## src/rtl/general_register_file.sv

```systemverilog
// Operand register file feeding the ALU: four general (R1..R4) and four
// temporary (T1..T4) registers with shared load/clear/inc/dec control.
module general_register_file #(
   parameter int WIDTH = 8
) (
   input  logic             clk,
   input  logic             rst_n,
   input  logic [WIDTH-1:0] I,
   input  logic [1:0]       FunSel,
   input  logic [3:0]       RSel,
   input  logic [3:0]       TSel,
   input  logic [2:0]       OutASel,
   input  logic [2:0]       OutBSel,
   output logic [WIDTH-1:0] OutA,
   output logic [WIDTH-1:0] OutB
);

   typedef enum logic [1:0] {
      FS_DEC   = 2'b00,
      FS_INC   = 2'b01,
      FS_LOAD  = 2'b10,
      FS_CLEAR = 2'b11
   } fun_sel_e;

   // Index 0..3 = R1..R4, 4..7 = T1..T4, matching the read select encoding.
   logic [WIDTH-1:0] regs [8];
   logic [7:0]       en;

   assign en = {TSel, RSel};

   function automatic logic [WIDTH-1:0] next_val(
      input logic [1:0]       fs,
      input logic [WIDTH-1:0] cur,
      input logic [WIDTH-1:0] din
   );
      logic [WIDTH-1:0] res;
      unique case (fs)
         FS_DEC:   res = cur - WIDTH'(1);
         FS_INC:   res = cur + WIDTH'(1);
         FS_LOAD:  res = din;
         FS_CLEAR: res = '0;
         default:  res = cur;
      endcase
      return res;
   endfunction

   always_ff @(posedge clk) begin
      if (!rst_n) begin
         for (int k = 0; k < 8; k++) regs[k] <= '0;
      end else begin
         for (int k = 0; k < 8; k++) begin
            if (en[k]) regs[k] <= next_val(FunSel, regs[k], I);
         end
      end
   end

   function automatic logic [WIDTH-1:0] rd_mux(input logic [2:0] sel);
      logic [WIDTH-1:0] res;
      unique case (sel)
         3'd0:    res = regs[0];
         3'd1:    res = regs[1];
         3'd2:    res = regs[2];
         3'd3:    res = regs[3];
         3'd4:    res = regs[4];
         3'd5:    res = regs[5];
         3'd6:    res = regs[6];
         3'd7:    res = regs[7];
         default: res = '0;
      endcase
      return res;
   endfunction

   always_comb begin
      OutA = rd_mux(OutASel);
      OutB = rd_mux(OutBSel);
   end

endmodule

```

## config.mk

```make
export PLATFORM = sky130hd
export DESIGN_NAME = general_register_file
export DESIGN_NICKNAME = d
export VERILOG_FILES = /design/src/rtl/general_register_file.sv
export SDC_FILE = /design/constraint.sdc
export NUM_CORES = 1
export LEC_CHECK = 0
export ABC_AREA = 0
export BUFFER_PORTS_ARGS = -buffer_cell sky130_fd_sc_hd__buf_2
export CORE_ASPECT_RATIO = 0.7
export CORE_MARGIN = 2
export CORE_UTILIZATION = 25
export CTS_CLUSTER_DIAMETER = 60
export DETAILED_ROUTE_END_ITERATION = 8
export GPL_ROUTABILITY_DRIVEN = 0
export PLACE_DENSITY = 0.52
export RECOVER_POWER = 50
export SYNTH_ARGS = -nofsm -noshare
export SYNTH_HDL_FRONTEND = slang
export SYNTH_SLANG_ARGS = --single-unit
```

## constraint.sdc

```tcl
create_clock -name clk -period 6.15 [get_ports clk]
set_input_delay 0.615 -clock clk [delete_from_list [all_inputs] [get_ports clk]]
set_output_delay 0.615 -clock clk [all_outputs]
set_load 0.005 [all_outputs]
```

==> impl_metrics.toml <==
[status]
status = "finished, violations left"
violations = "capacitance limit, slew limit"

[clock_network]
cts_num_sinks = 64
clk_pin_slew_worst_paths_ps = 60
cts_tree = "built"
cts_buffers = 9
cts_setup_buffers = 0
cts-htree-levels = 3
cts.repair.resized = 0
clk_latency_ps = 340
cts_buffer_depth = 2
clock-root-buffer = "clkbuf_16"
cts_hold_buf = 0

[worst_setup_path]
cp-startpoint = "FunSel[0]"
critPathKind = "primary input to flip-flop"
path_max_fanout = 37
start_kind = "primary input"
timing.rr.start = "regs[1][8]"
crit_arrival_ps = 4770
worstPathRequired_ps = 6230
end_kind = "flip-flop"

[synthesis]
ys_ff_latch = 64
ys_types = 57
async_flop_share_pct = 0
synth_area_per_cell_um2 = 8.739
yosysWarnings = 0
seq_area_frac_synth_pct = 31.15
synthCells = 706
synth_nets = 789
synth_edf_count = 64
syn_area_um2 = 6170
ys.flop_type = "edfxtp_1"

[layout]
regArea_um2 = 1922
largest-register = "regs"
multi_input_area_um2 = 4023
layout_common_cells = "nor2_1 (88), a21oi_1 (66), edfxtp_1 (64), nand2_1 (62), ha_1 (49)"
final_common_cell = "nor2_1"
layout.nets = 816
area_delta_synth_final_pct = 12.65
drive_gt1_share_pct = 10.18
fillers = 2658
reg.largest.list = "regs x64"
largest_register_ffs = 64
antenna_cells = 0

[die]
io-pin-count = 42
die_h_um = 135.4
start_util_pct = 25.24
die-area_um2 = 25970
die_x_um = 191.8
rows = 48
core_um2 = 24440

[sta]
slew_viol_final = 38
finalCritPeriodShare_pct = 76.17
worstMarginPinSlew_ps = 1501
rsz0062_at_grt = "false"
report.final.hold_viol_count = 0
fmax_mhz = 213.5
hold_slack_ps = 604.1
clock_skew_ps = 6.239
setup_viol = 0
fin_setup_tns_ps = 0
max_slew_margin_pct = -0.1613
layout_min_cycle_time_ps = 4684

[global_route]
grt_pass1_vias = 5052
grt_usage_pct = 17.16
grt_max_degree = 81
gr-total-overflow = 0
antenna_found_initial = 1
grt_pass1_wl_um = 32580

[drt]
first_pass_iters = 5
routed_via_density = 5.258
ant_nets = 0
vias = 5584
wire_per_inst_um = 20.52
wl_um = 21790
drc = 0
drt-initial-drc-count = 480

[job]
max_cap_violations = 1

[worst_hold_path]
hold_path.startpoint = "I[5]"
hp-class = "primary input to flip-flop"

[placement]
port_buffers = 41
dp_hpwl_um = 16340

[power_and_ir_drop]
peakVddDrop_mv = 0.1294
power_density_nw_per_um2 = 237.5
total_leakage_power_nw = 2.741
[power breakdown]
group	switching [mW]	internal, mW	total (mW)
sequential	0.0660	0.534	0.600
combinational	0.313	0.236	0.549
clock	0.196	0.306	0.502
total	0.575	1.08	1.65
[routing by layer]
metal | track usage [%] | vias up | wire length (µm)
met5 | 0 | - | 13
met4 | 2.564 | 2 | 232
li1 | - | 2681 | -
met2 | 22.58 | 211 | 8394
met3 | 6.242 | 18 | 2223
met1 | 26.50 | 2672 | 10930
[critical path, cell delays in order]
cell	delay, ps
clkbuf_1	480
inv_1	350
nor2_4	450
inv_1	760
buf_4	500
fa_1	470
a21o_1	170
a21oi_1	180
nor2b_1	80
o21ai_0	230
nor4_1	70
or3_1	360
[path summary, 6_finish.rpt]
path | to | slack (ps) | cells after the start
worst max-delay path | regs[1][14] | 1470 | 12
worst max register to register | regs[1][14] | 3800 | 7
worst min register to register | regs[0][16] | 760 | 2
worst min-delay path | regs[1][13] | 600 | 3
[cells in the mapped netlist (2+ instances only)]
cell type / count / share of area [%]
a221oi_1: 11 / 1.6
nor3b_1: 2 / 0.24
nand3_1: 12 / 0.97
mux2_2: 4 / 0.73
a21o_1: 8 / 0.97
fa_1: 8 / 2.6
nor4b_1: 4 / 0.57
o21ai_0: 40 / 3.2
a21oi_1: 66 / 5.4
or2_2: 9 / 0.91
nor2b_1: 13 / 1.3
clkinv_1: 4 / 0.24
inv_1: 23 / 1.4
a21boi_0: 2 / 0.24
o21a_1: 15 / 1.8
a22o_1: 7 / 0.99
buf_2: 12 / 0.97
mux4_2: 6 / 2.2
nand2b_1: 19 / 1.9
nand2_1: 62 / 3.8
nand4_1: 3 / 0.30
a221oi_2: 2 / 0.49
edfxtp_1: 64 / 31
xnor2_1: 4 / 0.57
ha_1: 49 / 9.9
a31oi_1: 4 / 0.41
and3_1: 5 / 0.51
a21boi_1: 4 / 0.49
a32oi_1: 9 / 1.3
o21ai_1: 5 / 0.41
o211ai_1: 16 / 1.9
o22ai_1: 3 / 0.30
clkbuf_1: 16 / 0.97
or3_1: 5 / 0.51
nor2_1: 88 / 5.4
o31a_1: 9 / 1.3
nor3_1: 19 / 1.5
and2_1: 9 / 0.91
a211o_1: 5 / 0.71
mux2i_1: 22 / 3.6
xor2_1: 22 / 3.1
[cell type report]
type	instances	share of cell area, %
Sequential cell	64	27.65
Inverter	28	1.512
Clock buffer	9	3.240
Tap cell	325	5.851
Clock inverter	6	0.7381
Multi-Input combinational cell	586	57.88
Timing Repair Buffer	44	3.132
[kinds of logic (layout without fill, tap and decap cells)]
logic type      Yosys count  after routing  share of synthesized area, %
flops                    64             64                         31.15
buf+inv                  56             87                         3.650
fa+ha+maj                57             57                         12.53
mux                      32             32                         6.489
compound gates          213            213                         22.45
simple gates            258            258                         20.04
xor+xnor                 26             26                         3.691
[stage by stage]
| stage | utilization, % | instance area (µm²) | power (mW) | setup WS [ps] | instances |
|---|---|---|---|---|---|
| 2_1_floorplan | - | 6170 | 0.9820 | 2274 | 706 |
| 3_3_place_gp | 27.34 | 6684 | 1.147 | 2158 | 1047 |
| 3_5_place_dp | 27.34 | 6684 | 1.146 | 2072 | 1047 |
| 4_1_cts | 28.48 | 6960 | 1.653 | 2414 | 1062 |
| 5_1_grt | 28.43 | 6950 | 1.744 | 1191 | 1062 |
| 6_report | 28.43 | 6950 | 1.651 | 1466 | 1062 |
Power figures use the tool's default switching activity.
